### config.mk
export PLATFORM = sky130hd
export DESIGN_NAME = fetch_unit
export DESIGN_NICKNAME = d
export VERILOG_FILES = /design/src/rtl/cpu_types_pkg.sv /design/src/rtl/fetch_unit.sv
export SDC_FILE = /design/constraint.sdc
export NUM_CORES = 1
export LEC_CHECK = 0
export ABC_AREA = 1
export ABC_CLOCK_PERIOD_IN_PS = 3200
export BUFFER_PORTS_ARGS = -buffer_cell sky130_fd_sc_hd__buf_4
export CAP_MARGIN = 20
export CORE_ASPECT_RATIO = 1.5
export CORE_MARGIN = 2
export CORE_UTILIZATION = 50
export CTS_CLUSTER_DIAMETER = 100
export DETAILED_ROUTE_END_ITERATION = 7
export HOLD_SLACK_MARGIN = 0.1
export PLACE_DENSITY = 0.76
export SLEW_MARGIN = 0
export SYNTH_ARGS = -nofsm -noshare
export SYNTH_HDL_FRONTEND = slang
export SYNTH_SLANG_ARGS = --single-unit
### constraint.sdc
create_clock -name CLK -period 3.2 [get_ports CLK]
set_input_delay 0.32 -clock CLK [delete_from_list [all_inputs] [get_ports CLK]]
set_output_delay 0.32 -clock CLK [all_outputs]
set_load 0.03 [all_outputs]
### src/rtl/cpu_types_pkg.sv
// cpu_types_pkg: shared CPU word/opcode types plus the fetch unit state encoding.
package cpu_types_pkg;
   typedef logic [31:0] word_t;
   typedef logic [5:0]  opcode_t;
   localparam opcode_t HALT = 6'h3F;
   typedef enum logic [1:0] {FETCH, BUFFERED, HALTED} fetch_state_t;
   function automatic logic is_halt(input word_t w);
      return w[31:26] == HALT;
   endfunction
endpackage

### src/rtl/fetch_unit.sv
// fetch_unit: IF stage with IF/ID register, one-entry stall buffer and HALT detection.
module fetch_unit
   import cpu_types_pkg::*;
(
   input  logic  CLK,
   input  logic  nRST,
   input  word_t imem_addr,
   input  logic  ihit,
   input  word_t imemload,
   input  logic  stall,
   input  logic  flush,
   output logic  iREN,
   output word_t iaddr,
   output logic  pc_halt,
   output logic  if_valid,
   output word_t if_instr,
   output word_t if_npc
);
   fetch_state_t state_q, state_d;
   logic  if_valid_q, if_valid_d;
   word_t if_instr_q, if_instr_d, if_npc_q, if_npc_d;
   word_t hold_instr_q, hold_instr_d, hold_npc_q, hold_npc_d;
   word_t npc;
   assign npc      = imem_addr + 32'd4;
   assign iaddr    = imem_addr;
   assign iREN     = nRST && state_q == FETCH;
   // A hit in FETCH lets the PC advance even if the word lands in the stall buffer.
   assign pc_halt  = !nRST || (!flush && !(state_q == FETCH && ihit));
   assign if_valid = if_valid_q;
   assign if_instr = if_instr_q;
   assign if_npc   = if_npc_q;
   always_comb begin
      state_d      = state_q;
      if_valid_d   = if_valid_q;
      if_instr_d   = if_instr_q;
      if_npc_d     = if_npc_q;
      hold_instr_d = hold_instr_q;
      hold_npc_d   = hold_npc_q;
      if (flush) begin
         state_d      = FETCH;
         if_valid_d   = 1'b0;
         if_instr_d   = '0;
         if_npc_d     = '0;
         hold_instr_d = '0;
         hold_npc_d   = '0;
      end else begin
         case (state_q)
            FETCH: begin
               if (ihit && !stall) begin
                  if_valid_d = 1'b1;
                  if_instr_d = imemload;
                  if_npc_d   = npc;
                  state_d    = is_halt(imemload) ? HALTED : FETCH;
               end else if (ihit) begin
                  hold_instr_d = imemload;
                  hold_npc_d   = npc;
                  state_d      = BUFFERED;
               end else if (!stall) begin
                  if_valid_d = 1'b0;
               end
            end
            BUFFERED: begin
               if (!stall) begin
                  if_valid_d = 1'b1;
                  if_instr_d = hold_instr_q;
                  if_npc_d   = hold_npc_q;
                  state_d    = is_halt(hold_instr_q) ? HALTED : FETCH;
               end
            end
            default: ;
         endcase
      end
   end
   always_ff @(posedge CLK or negedge nRST) begin
      if (!nRST) begin
         state_q      <= FETCH;
         if_valid_q   <= 1'b0;
         if_instr_q   <= '0;
         if_npc_q     <= '0;
         hold_instr_q <= '0;
         hold_npc_q   <= '0;
      end else begin
         state_q      <= state_d;
         if_valid_q   <= if_valid_d;
         if_instr_q   <= if_instr_d;
         if_npc_q     <= if_npc_d;
         hold_instr_q <= hold_instr_d;
         hold_npc_q   <= hold_npc_d;
      end
   end
endmodule

==> impl_metrics.json, run 1 <==
{
  "run_status": "completed",
  "skew_ps": 7.74,
  "ctsResizeCount": 0,
  "min_path_cells": 2,
  "ys_warn_count": 0,
  "dp_hpwl_mm": 12.3,
  "setup_tns_ps": 0,
  "cp_common_cell": "o21ai_4",
  "synth-edff-count": 0,
  "gp_congestion": 0.916,
  "syn_area_per_cell_um2": 7.90,
  "cp-end-kind": "flop",
  "rsz0062_at_grt": "no",
  "synthTopCellsByCount": "nand2_1, dfrtp_1, nor2_1",
  "drt-total-wl_mm": 17.6,
  "drive_above_1_share_pct": 23.0,
  "start_kind": "flop",
  "use_met1_pct": 31.8,
  "path_clk_slew_ps": 60,
  "ios": 168,
  "clock_path_buffers": 2,
  "clkSinkCount": 131,
  "critPathBufInv": 1,
  "antenna_found_initial": 0,
  "synth.largest_area_cell": "dfrtp_1",
  "dieArea_um2": 14500,
  "cp_cell_sequence": "nor2_2 > o21ai_4 > o21ai_4 > inv_2 > a22o_1",
  "cts_buffers": 17,
  "hold_start": "imemload[21]",
  "met3_usage_pct": 4.45,
  "worst_pin_slew_ps": 942,
  "top_usage_layer": "met2",
  "dr.pass1.iters": 5,
  "hold_viol": 0,
  "fin_util_pct": 63.6,
  "die_w_um": 98.9,
  "yosysMostFrequentCell": "nand2_1",
  "finalSetupViolCount": 0,
  "cts_tree": "yes",
  "diodes": 0,
  "ys_types": 34,
  "grt_remaining_overflow": 0,
  "fin_cells": 1153,
  "cap_violations": 0,
  "netlist_area_um2": 6750,
  "grt_usage_pct": 24.5,
  "drc_errors": 0,
  "grt_pass1_vias": 5846,
  "path_delay_family": "compound AO/OA/AOI/OAI gates",
  "synth_area_leaders": "dfrtp_1, nand2_1, o21ai_0, nor2_1, inv_1",
  "reg2reg_depth": 5,
  "crit_type": "flop to flop",
  "post-cts-setup-buffer-count": 0,
  "cts_max_level": 4,
  "drt_iter0_markers": 308,
  "cpPeakStageDelay_ps": 740,
  "place_inst": 1120,
  "wl_per_cell_um": 15.2,
  "ir_drop_v": 0.000371,
  "hold_class": "input port to flop",
  "start_util_pct": 50.6,
  "die_h_um": 146,
  "synthCells": 854,
  "hold_path_end": "hold_instr_q[21]",
  "insertion_delay_ps": 410,
  "synth_nets": 924,
  "netlist.area_leader.share_pct": 48.6,
  "async_reset_ff_share_pct": 100,
  "slew_viol_final": 0,
  "min_period_over_period_pct": 74.7,
  "root_buffer": "clkbuf_16",
  "grt_pass1_wl_mm": 28.6,
  "num_rows": 52,
  "grt_start_max_net_pins": 70,
  "yosysSeqAreaShare_pct": 48.6,
  "worst-path-max-fanout": 37,
  "reg2reg_from": "state_q[1]",
  "powerDensity_nw_per_um2": 739,
  "p_leak_nw": 4.29,
  "routed-via-count": 6144,
  "arrival_ps": 2680,
  "routed_via_density": 5.33,
  "ys_seq_elements": 131,
  "core_region_area_um2": 13300,
  "relSlewSlack_pct": 37.0,
  "timing.fmax_ghz": 0.418,
  "num-nets-final": 1048,
  "io_buffers": 167,
  "worstPathRequired_ps": 3490,
  "crit_slowest_cell": "o21ai_4",
  "ant_nets": 0,
  "synthFlopType": "dfrtp_1",
  "syn2layout_area_growth_pct": 25.8,
  "r2r-end": "hold_instr_q[6]",
  "r2r_slack_ps": 810,
  "min_period_ps": 2390,
  "grt_util_met2_pct": 40.2
}
## worst max path at each step
stage               start              end  cells after the start
3_3_place_gp        flush     if_instr[21]                      9
3_5_place_dp        flush     if_instr[31]                      9
4_1_cts        state_q[1]  hold_instr_q[1]                      5
5_1_grt        state_q[1]    hold_npc_q[2]                      6
6_report       state_q[1]  hold_instr_q[6]                      5
2_1_floorplan       flush          pc_halt                      3
## per-stage QoR
| step | area (µm²) | total power [mW] | worst slack, ps | hold slack [ps] |
|---|---|---|---|---|
| floorplan | 6750 | 3.50 | 1420 | 24.4 |
| global placement | 7850 | 4.22 | 796 | 360 |
| detailed placement | 7850 | 4.26 | 764 | 363 |
| CTS | 8490 | 6.31 | 813 | 133 |
| global route | 8490 | 6.59 | 562 | 144 |
| finish | 8490 | 6.27 | 809 | 144 |
## routing by layer
metal	vias up	routed length [µm]
met3	41	1080
met4	0	552
met2	229	8780
met1	2908	7170
met5	-	0
li1	2966	-
## cell type report
class                   count  area (µm²)
clock buffers              21         480
clock inverters            11         151
fillers                  1166        4850
inverters                  73         274
multi-input cells         578        2740
flip-flops and latches    131        3280
well taps                 162         203
repair buffers            177        1360
## sequential cells by signal (all words and copies together) (netlist names)
register and flops:
hold_instr_q 32, hold_npc_q 32, if_instr 32, if_npc 32, state_q 2, if_valid 1
## timing repair
item / in CTS / in global routing
endpoints found under the setup margin: 0 / 0
hold buffers: 1 / 0
hold endpoints to repair: 67 / 0
## power breakdown
group	switching, mW	internal, mW
Clock	0.735	1.31
Sequential	0.178	1.98
Combinational	1.38	0.692
## cell usage in the layout, fill, tap and decap left out, drive strengths merged, types with 3 or more instances in the layout
master,count
xnor2,5
a21oi,24
nor2,93
o211ai,4
o2111ai,13
nand3b,6
clkinvlp,4
a22o,22
o21ai,88
bufinv,3
o22ai,14
xor2,7
buf,176
nand2,274
dfrtp,131
clkbuf,21
nand3,22
clkinv,4
inv,73
## cells by family (layout without fill, tap and decap cells)
kind of cell | count (synthesis) | count (layout) | share of synthesized area [%]
AO/OA/AOI/OAI | 166 | 166 | 15.5
XOR/XNOR | 12 | 12 | 1.56
adder cells (fa/ha/maj) | 1 | 1 | 0.185
buffers and inverters | 145 | 282 | 10.8
flip-flops | 131 | 131 | 48.6
AND/OR/NAND/NOR | 399 | 399 | 23.4
(Power assumes the default switching activity.)
==> run 2, diff against run 1 <==
ABC_CLOCK_PERIOD_IN_PS = 2400   (was 3200)
clock period = 2.4 ns   (was 3.2 ns; I/O delays follow)
==> run 2 against run 1 <==
Compared with the run above: sequential cell count is the same; clock skew increased by 3.0 ps; design area increased by 4.0%; sequential power up 33%; setup slack worse by 400 ps; critical path depth is 6 higher; die area stayed put; final cell count grew 2.9%; first-iteration DRC count up 3.6%; count of clock-buffer cells in the layout is the same; non-clock buffer count rose by 34.
==> impl_metrics.json, run 2 (synthesized netlist as in run 1, its figures left out) <==
{
  "layout_commonest_cell": "nand2_1",
  "layout_common_cells": "nand2_1, buf_4, dfrtp_1, nor2_1, o21ai_0",
  "crit_type": "input port to flop",
  "post-cts-setup-buffer-count": 0,
  "grt_pass1_wl_mm": 29.5,
  "ant_nets": 0,
  "drt-total-wl_mm": 18.0,
  "relSlewSlack_pct": 50.9,
  "drive_above_1_share_pct": 22.3,
  "worst-path-max-fanout": 5,
  "num-nets-final": 1082,
  "grt_usage_pct": 25.5,
  "drt_iter0_markers": 319,
  "rsz0062_at_grt": "no",
  "wl_per_cell_um": 15.2,
  "cp_cell_sequence": "dlygate4sd3_1 > buf_4 > ha_1 > nand2_1 > nor2_1 > nand2_1 > nor2_1 > xnor2_1 > nand2_1 > nand2_1 > nand2_1",
  "crit_slowest_cell": "dlygate4sd3_1",
  "root_buffer": "clkbuf_16",
  "grt_start_max_net_pins": 132,
  "num_rows": 52,
  "clkSinkCount": 131,
  "cp-end-kind": "flop",
  "path_clk_slew_ps": 60,
  "cts_buffers": 17,
  "die_w_um": 98.9,
  "insertion_delay_ps": 420,
  "finalSetupViolCount": 0,
  "powerDensity_nw_per_um2": 951,
  "skew_ps": 10.8,
  "dr.pass1.iters": 5,
  "drc_errors": 0,
  "cp_common_cell": "nand2_1",
  "p_leak_nw": 4.44,
  "timing.fmax_ghz": 0.503,
  "worst_pin_slew_ps": 736,
  "routed_via_density": 5.25,
  "ir_drop_v": 0.000473,
  "start_kind": "input port",
  "grt_pass1_vias": 6019,
  "cpPeakStageDelay_ps": 530,
  "n_fill_cell": 1120,
  "arrival_ps": 2300,
  "min_period_ps": 1990,
  "setup_tns_ps": 0,
  "die_h_um": 146,
  "clock_path_buffers": 2,
  "start_util_pct": 50.6,
  "dieArea_um2": 14500,
  "slew_viol_final": 0,
  "power.total_mw": 8.39,
  "cts_tree": "yes",
  "min_period_over_period_pct": 82.9,
  "diodes": 0,
  "core_region_area_um2": 13300,
  "cap_violations": 0,
  "gp_congestion": 0.884,
  "dp_hpwl_mm": 12.0,
  "hold_viol": 0,
  "cts_max_level": 4,
  "antenna_found_initial": 0,
  "io_buffers": 167,
  "routed-via-count": 6231,
  "syn2layout_area_growth_pct": 30.8,
  "ios": 168,
  "hold_class": "input port to flop",
  "grt_remaining_overflow": 0,
  "worstPathRequired_ps": 2710,
  "run_status": "completed"
}
[run 2: path summary, 6_finish.rpt]
kind / from / endpoint / slack, ps / depth (start not counted)
setup / recovery: imem_addr[2] / if_npc[14] / 410 / 11
hold / removal: imemload[30] / hold_instr_q[30] / 130 / 3
setup reg to reg: state_q[1] / if_instr[18] / 570 / 7
hold reg to reg: if_npc[31] / if_npc[31] / 480 / 2
max in group asynchronous: nRST / if_npc[21] / 1350 / 3
min in group asynchronous: nRST / if_instr[23] / 460 / 3
[run 2: worst max-delay path, delay by kind of cell]
kind | cells | cell delay (ps)
xor+xnor | 1 | 250
simple gates | 7 | 930
buf+inv | 2 | 660
fa+ha+maj | 1 | 210
[run 2: per-layer routing]
layer | global-route usage (%) | routed length, µm
met1 | 33.4 | 7660
met2 | 42.6 | 8950
met3 | 3.11 | 913
met4 | 11.0 | 488
met5 | 0 | 0
[run 2: cell type report]
type	count	area [µm²]	share of cell area, %
multi-input combinational	578	2740	31.1
clock inverter	11	151	1.72
inverter	73	274	3.10
tap	162	203	2.30
timing repair buffer	211	1710	19.3
sequential	131	3280	37.1
clock buffer	21	470	5.33
[run 2: report_power, final]
group / total [mW] / internal (mW) / switching (mW)
clock network: 2.69 / 1.72 / 0.967
logic: 2.82 / 0.964 / 1.86
registers: 2.88 / 2.64 / 0.243
total: 8.39 / 5.32 / 3.07
[run 2: stage by stage]
stage | hold WS, ps | cells | setup slack [ps] | area, µm² | utilization, %
after floorplan | -55.6 | 854 | 781 | 6750 | -
after global placement | 410 | 1122 | 576 | 7880 | 59.0
after detailed placement | 405 | 1122 | 532 | 7880 | 59.0
after CTS | 121 | 1187 | 445 | 8830 | 66.2
after global routing | 136 | 1187 | 219 | 8830 | 66.2
final | 128 | 1187 | 412 | 8830 | 66.2
[run 2: repair_timing]
action | in CTS | in global routing
resized for setup | 0 | 0
hold buffers | 33 | 0
endpoints found under the hold margin | 163 | 0
